### config.mk
export PLATFORM = sky130hd
export DESIGN_NAME = con_ff_unit
export DESIGN_NICKNAME = d
export VERILOG_FILES = /design/src/rtl/con_ff_unit.sv
export SDC_FILE = /design/constraint.sdc
export NUM_CORES = 1
export LEC_CHECK = 0
export ABC_AREA = 1
export ABC_CLOCK_PERIOD_IN_PS = 4900
export CORE_MARGIN = 1.5
export CORE_UTILIZATION = 30
export CTS_CLUSTER_SIZE = 24
export DETAILED_ROUTE_END_ITERATION = 6
export GPL_TIMING_DRIVEN = 0
export HOLD_SLACK_MARGIN = 0.05
export REMOVE_ABC_BUFFERS = 1
export SYNTH_ARGS = -nofsm -noshare
export SYNTH_HDL_FRONTEND = slang
export SYNTH_SLANG_ARGS = --single-unit
export TNS_END_PERCENT = 50
### constraint.sdc
create_clock -name clock -period 4.9 [get_ports clock]
set_input_delay 0.735 -clock clock [delete_from_list [all_inputs] [get_ports clock]]
set_output_delay 0.735 -clock clock [all_outputs]
set_load 0.01 [all_outputs]
### src/rtl/con_ff_unit.sv
// ---------------------------------------------------------------------------
// con_ff_unit
//   Branch-condition (CON FF) unit. A con_in strobe captures the bus value and
//   a 3-bit condition select. One cycle later the condition is evaluated and
//   the result is registered into the CON flip-flop. The unit also reports a
//   one-cycle valid pulse, busy, a sticky overrun flag and two saturating
//   statistics counters.
//
// Parameters
//   DATA_WIDTH : bus operand width (sign bit is DATA_WIDTH-1)
//   STAT_WIDTH : width of each statistics counter
//
// Ports
//   clock       in   system clock, rising edge
//   clear       in   synchronous active-high reset
//   con_in      in   capture strobe
//   c2_field    in   [2:0] condition select
//   bus         in   [DATA_WIDTH-1:0] operand to test
//   stat_clr    in   synchronous clear of counters and overrun
//   con_out     out  registered CON flag
//   con_valid   out  one-cycle pulse after con_out update
//   busy        out  evaluation in flight
//   overrun     out  sticky, strobe arrived while busy
//   taken_count out  [STAT_WIDTH-1:0] evaluations with result 1
//   eval_count  out  [STAT_WIDTH-1:0] evaluations completed
// ---------------------------------------------------------------------------
module con_ff_unit #(
    parameter int DATA_WIDTH = 32,
    parameter int STAT_WIDTH = 16
) (
    input  logic                  clock,
    input  logic                  clear,
    input  logic                  con_in,
    input  logic [2:0]            c2_field,
    input  logic [DATA_WIDTH-1:0] bus,
    input  logic                  stat_clr,
    output logic                  con_out,
    output logic                  con_valid,
    output logic                  busy,
    output logic                  overrun,
    output logic [STAT_WIDTH-1:0] taken_count,
    output logic [STAT_WIDTH-1:0] eval_count
);

    typedef enum logic {
        IDLE = 1'b0,
        EVAL = 1'b1
    } state_t;

    state_t                        state;
    logic signed [DATA_WIDTH-1:0]  op_p0;
    logic [2:0]                    cond_p0;
    logic                          result_p1;

    // Condition table: Z = operand is zero, S = operand sign bit.
    function automatic logic eval_cond(input logic [2:0] c,
                                       input logic signed [DATA_WIDTH-1:0] v);
        logic z;
        logic s;
        z = (v == '0);
        s = v[DATA_WIDTH-1];
        case (c)
            3'b000:  eval_cond = z;
            3'b001:  eval_cond = !z;
            3'b010:  eval_cond = !s;
            3'b011:  eval_cond = s;
            3'b100:  eval_cond = 1'b1;
            3'b101:  eval_cond = 1'b0;
            3'b110:  eval_cond = !s && !z;
            default: eval_cond = s || z;
        endcase
    endfunction

    // Counters stick at all ones instead of wrapping.
    function automatic logic [STAT_WIDTH-1:0] sat_inc(input logic [STAT_WIDTH-1:0] x);
        if (&x)
            sat_inc = x;
        else
            sat_inc = x + {{(STAT_WIDTH-1){1'b0}}, 1'b1};
    endfunction

    assign result_p1 = eval_cond(cond_p0, op_p0);

    always_ff @(posedge clock) begin
        if (clear) begin
            state       <= IDLE;
            op_p0       <= '0;
            cond_p0     <= '0;
            con_out     <= 1'b0;
            con_valid   <= 1'b0;
            busy        <= 1'b0;
            overrun     <= 1'b0;
            taken_count <= '0;
            eval_count  <= '0;
        end else begin
            con_valid <= 1'b0;
            case (state)
                // Stage p0: capture operand and condition on the strobe.
                IDLE: begin
                    if (con_in) begin
                        op_p0   <= bus;
                        cond_p0 <= c2_field;
                        busy    <= 1'b1;
                        state   <= EVAL;
                    end
                end
                // Stage p1: evaluate, update CON flag and statistics.
                default: begin
                    state     <= IDLE;
                    busy      <= 1'b0;
                    con_out   <= result_p1;
                    con_valid <= 1'b1;
                    eval_count <= sat_inc(eval_count);
                    if (result_p1)
                        taken_count <= sat_inc(taken_count);
                    // A strobe while busy is dropped; operands stay put.
                    if (con_in)
                        overrun <= 1'b1;
                end
            endcase
            // Statistics clear wins over any same-edge increment or overrun set.
            if (stat_clr) begin
                taken_count <= '0;
                eval_count  <= '0;
                overrun     <= 1'b0;
            end
        end
    end

endmodule

==> metrics.txt, run 1 <==
final net count=584; Worst Hold Depth=2; # fillers=1115; share of the synthesized area in the top cell type=44.5%; Worst slew margin=26.3%; Inserted Diodes=0; Pwr Total=1.23 mW; WL final=approximately 7.6 mm; slowest stage cell, crit path=clkdlybuf4s50_1; FMAX=401 MHz; WP data required=5.08 ns; gpl congestion=0.798; slowest stage delay, CP=~0.50 ns; FFs w/ async S/R, synth=0%; Initial Util=31.1%; synthesized cell area=0.00324 mm^2; final period utilization=50.9%; clk_lat worst skew=0.34 ns; share of post-route cells with drive strength above 1=4.20%; kind of critical path=in2reg; max_cap viols=0; setup tns final=0 ns; final count of hold timing violations=0; drt drc=0; Most common cell on crit path=inv_1; Root Buffer=clkbuf_8; Vias per Instance=roughly 4.7; most used flip-flop cell after synthesis=dfxtp_1; Worst VDD drop=0.128 mV; worst path cell trace=clkdlybuf4s50_1 -> inv_1 -> nor2_2 -> buf_8 -> inv_1 -> o21ai_0 -> a21oi_1; clock slew at reported path FFs=0.07 ns; initial antenna violation count=0; vias in the first global route=3018; worst slew pin tran=roughly 1.1 ns; #FFs+latches synth=72; status=finished, final reports clean; clock buffer depth=2; startpoint types=input pin; die extent in x=between 100 and 150 um; R2R depth=12; post-synthesis adder-cell area fraction=0.773%; Die Y=around 110 um; Synth area leaders=dfxtp_1 (45%), nor2_1 (15%), nand2_1 (8.5%), o21ai_0 (7.4%), a21oi_1 (4.8%); H-Tree Depth=3; CP Max Fanout=39; Syn Area/Cell=6.81 um^2; Post-synth EDFFs=0; xor/xnor share of the synthesized area=1.62%; Cell variety after synth=28; grt ovf=0; list of most frequent post-synthesis cells=nor2_1 (132), nand2_1 (73), dfxtp_1 (72); Avg WL per Cell=11.1 um; DP Worst Slack=just over 2 ns; 1st-pass router iterations=5; fin cells=683; Synth Area in Compound Gates=13.1%; Leak=between 1.5 and 2 nW; Tmin final=2.49 ns; post-synthesis sequential area ratio=~45%; DP Wirelength=about 5.5 mm; area share of and/or/nand/nor cells after synthesis=roughly 33%; Sinks on Clock Net=72; number of max-slew violations in the final report=0; Post-DP Area=0.00409 mm^2; Post-Syn Instances=475; power per standard cell area=287 mW/mm^2; CP Capture Type=flop; Die Area=between 0.01 and 0.015 mm^2; mux cell area share after synthesis=0%; Post-Route Skew=0.0120 ns; post-CTS setup buffers=0; FP Rows=37; CTS tree=yes; core area=0.0104 mm^2; Final Worst Setup Slack=2.41 ns; main combinational cell family by area after synthesis=simple AND/OR/NAND/NOR gates; gr usage total=13.9%; cts repair resizes=0; largest net degree at the start of global routing=40; most frequent cell after synthesis=nor2_1; Placed Cells=668; Final Hold Slack=0.482 ns; unrepaired setup endpoints after global routing=no; ANT nets after route=0; first-pass GRT wire length=13.0 mm; number of buffers added on ports=74; Ys Warns=0; cts hold-fix bufs=0; total CTS buffers=9; post-route cell area=0.00427 mm^2; final core utilization=41.0%; DR iter-0 viols=56; Yosys top cell by area=dfxtp_1; vias=3185; Final setup viols=0; Top Ports=75; Hold Crit Class=reg2reg; crit path DAT=~2.7 ns; area delta synth->final=32.0%
-- metal layers --
layer | GRT usage, % | wire [um]
met3 | 2.55 | 314
met4 | 5.33 | 106
met1 | 16.6 | 3620
met5 | 0 | 0
met2 | 24.5 | 3560
-- logic make-up (layout without fill, tap and decap cells) --
logic type,Yosys count,after routing
compound gates,83,83
xor+xnor,6,6
buf+inv,56,128
fa+ha+maj,2,2
flops,72,72
simple gates,256,256
-- state kept, by name (all words and copies together) (netlist names) --
signal and flops:
busy 1, con_out 1, con_valid 1, cond_p0 3
eval_count 16, op_p0 32, overrun 1, state 1
taken_count 16
-- worst paths after layout --
kind         startpoint             end  slack [ns]
max              con_in      cond_p0[1]        2.41
min             con_out         con_out        0.48
max reg2reg    op_p0[7]  taken_count[6]        2.71
min reg2reg     con_out         con_out        0.48
-- critical path, delay by kind of cell --
kind            cells  cell delay [ns]
compound gates      2             0.45
buf+inv             4             1.27
simple gates        1             0.19
-- cell usage in the layout, fill, tap and decap left out, drive strengths merged --
| master | Yosys | routed |
|---|---|---|
| nor2 | 134 | 134 |
| clkdlybuf4s50 | 0 | 74 |
| nand2 | 74 | 74 |
| dfxtp | 72 | 72 |
| o21ai | 48 | 48 |
| inv | 37 | 37 |
| a21oi | 31 | 31 |
| nand3 | 28 | 28 |
| clkbuf | 11 | 12 |
| nor3 | 8 | 8 |
| nand4 | 7 | 7 |
| xor2 | 4 | 4 |
| xnor2 | 2 | 2 |
| nand3b | 2 | 2 |
| o21a | 2 | 2 |
| ha | 2 | 2 |
| buf | 8 | 2 |
| nor4 | 1 | 1 |
| a31oi | 1 | 1 |
| nor3b | 1 | 1 |
| o21bai | 1 | 1 |
| and3 | 1 | 1 |
| bufinv | 0 | 1 |
| clkinv | 0 | 1 |
| clkinvlp | 0 | 1 |
-- layout make-up --
class                           instances  area (um^2)  share of cell area (%)
Multi-Input combinational cell        347         1570                    36.6
Sequential cell                        72         1440                    33.7
Timing Repair Buffer                   76          771                    18.0
Tap cell                              136          170                    3.98
Clock buffer                           12          145                    3.40
Inverter                               37          139                    3.25
Clock inverter                          3         42.5                   0.995
-- power breakdown --
part / internal (mW) / switching [mW] / total (mW)
Sequential: 0.611 / 0.0145 / 0.626
Clock: 0.246 / 0.211 / 0.457
Combinational: 0.0645 / 0.0794 / 0.144
Note: power is estimated with default switching activity, not from simulation.
==> inputs of run 2 (changes only) <==
Settings changed: ABC_CLOCK_PERIOD_IN_PS 4900 to 2000.
Clock period 4.9 ns to 2 ns, I/O delays scaled along.
==> run 2 against run 1 <==
Against the previous run: combinational power increased to 2.8 times the previous value; largest power group unchanged; sequential power increased by 140%; core utilization increased by 1.0 points; sequential share of layout area decreased by 0.82 points; clock-buffer cell count unchanged; non-clock buffer count increased by 1; via count increased by 1.6%.
==> metrics.txt, run 2 (same netlist as run 1, synthesis figures left out) <==
CP Max Fanout=8 (was 39); number of max-slew violations in the final report=0 (unchanged); fin cells=687 (was 683); FMAX=around 530 MHz; ANT nets after route=0 (unchanged); cts hold-fix bufs=0 (unchanged); most frequent cells in the layout=nor2_1 (128), clkdlybuf4s50_1 (74), nand2_1 (72), dfxtp_1 (72), o21ai_0 (47) (was nor2_1 (130), clkdlybuf4s50_1 (74), nand2_1 (73), dfxtp_1 (72), o21ai_0 (48)); die extent in x=107 um (unchanged); worst slew pin tran=0.874 ns (was 1.10 ns); status=finished, final reports clean (unchanged); Worst slew margin=41.6% (was 26.3%); area delta synth->final=35.3% (was 32.0%); initial antenna violation count=0 (unchanged); Hold Crit Class=reg2reg (unchanged); drt drc=0 (unchanged); largest net degree at the start of global routing=40 (unchanged); Root Buffer=clkbuf_8 (unchanged); vias in the first global route=3018 (unchanged); Avg WL per Cell=12.0 um (was 11.1 um); commonest non-fill, non-tap cell in the layout=nor2_1 (unchanged); final count of hold timing violations=0 (unchanged); kind of critical path=reg2reg (was in2reg); core area=0.0104 mm^2 (unchanged); final net count=588 (was 584); final core utilization=42.1% (was 41.0%); first-pass GRT wire length=13.0 mm (about the same); 1st-pass router iterations=5 (unchanged); Die Y=107 um (unchanged); global route hottest layer=met2 (unchanged); Placed Cells=668 (unchanged); Inserted Diodes=0 (unchanged); grt ovf=0 (unchanged); power per standard cell area=701 mW/mm^2 (was 287 mW/mm^2); max_cap viols=0 (unchanged); vias=3237 (was 3185); grt met2 use=24.5% (unchanged); CTS tree=yes (unchanged); number of buffers added on ports=74 (unchanged); setup tns final=0 ns (unchanged); startpoint types=flop (was input pin); Leak=1.66 nW (was 1.63 nW); DP Worst Slack=-0.419 ns (was 2.05 ns); gpl congestion=0.798 (unchanged); met3 Use GR=2.55% (unchanged); Initial Util=31.1% (unchanged); Sinks on Clock Net=72 (unchanged); final period utilization=94.8%; Vias per Instance=4.71 (was 4.66); clock buffer depth=2 (unchanged); Final setup viols=0 (unchanged); DP Wirelength=5.48 mm (unchanged); clock slew at reported path FFs=0.07 ns (about the same); clk_lat worst skew=0.34 ns (about the same); total CTS buffers=9 (unchanged); Tmin final=1.90 ns; DR iter-0 viols=73 (was 56); share of post-route cells with drive strength above 1=5.99% (was 4.20%); gr usage total=13.9% (about the same); Top Ports=75 (unchanged); WP data required=2.23 ns (was 5.08 ns); largest register by flop count=op_p0 (unchanged); crit path DAT=2.13 ns (was 2.68 ns); Post-Route Skew=0.0114 ns (was 0.0120 ns); Final Worst Setup Slack=0.103 ns (was 2.41 ns); Pwr Total=3.07 mW (was 1.23 mW); GR Util met1=16.7% (was 16.6%); CP Capture Type=flop (unchanged); Die Area=0.0114 mm^2 (unchanged); H-Tree Depth=3 (unchanged); Largest register FFs=32 (unchanged); Worst VDD drop=0.317 mV (was 0.128 mV); WL final=8.23 mm (was 7.60 mm); Regs by FF count=op_p0 x32, eval_count x16, taken_count x16 (unchanged); FP Rows=37 (unchanged)
run 2: area by class of cell:
type	instances	area [um^2]
tap	136	170
fill	1107	6040
clock inverter	3	42.5
multi-input combinational	349	1640
sequential	72	1440
clock buffer	12	145
timing repair buffer	77	791
timing repair inverter	1	7.51
inverter	37	143
run 2: power breakdown:
group,internal (mW),switching (mW)
sequential,1.50,0.0359
clock,0.603,0.528
combinational,0.184,0.221
run 2: critical path: stages (launching register included):
cell and delay, ns:
dfxtp_1 0.31, nor2_1 0.10, nand2_1 0.07, nor2_1 0.15, nand2_1 0.13, nor2_2 0.16
nor2_1 0.08, nor2_4 0.19, nand4_2 0.32, a21oi_1 0.23, nor2_1 0.06
run 2: per-layer routing:
layer  routed length, um  vias up
li1                    -     1681
met2                3780       81
met5                   0        -
met3                 393       10
met4                 119        0
met1                3940     1465
run 2: final timing paths:
check	start	endpoint	slack, ns	cells after the start
hold reg to reg	con_out	con_out	0.48	2
setup / recovery	op_p0[7]	taken_count[5]	0.10	10
setup reg to reg	op_p0[7]	taken_count[5]	0.10	10
hold / removal	con_out	con_out	0.48	2
run 2: repair_timing:
item | in CTS | in global routing
endpoints found under the setup margin | 22 | 60
setup buffers | 0 | 1
gates cloned | 0 | 3
pin swaps | 0 | 1
resized for setup | 2 | 11
run 2: through the flow:
stage | instance area (um^2) | hold slack (ns)
after floorplan | 3140 | 0.384
after global placement | 4050 | 0.467
after detailed placement | 4090 | 0.478
after CTS | 4290 | 0.491
after global routing | 4380 | 0.511
final | 4380 | 0.482
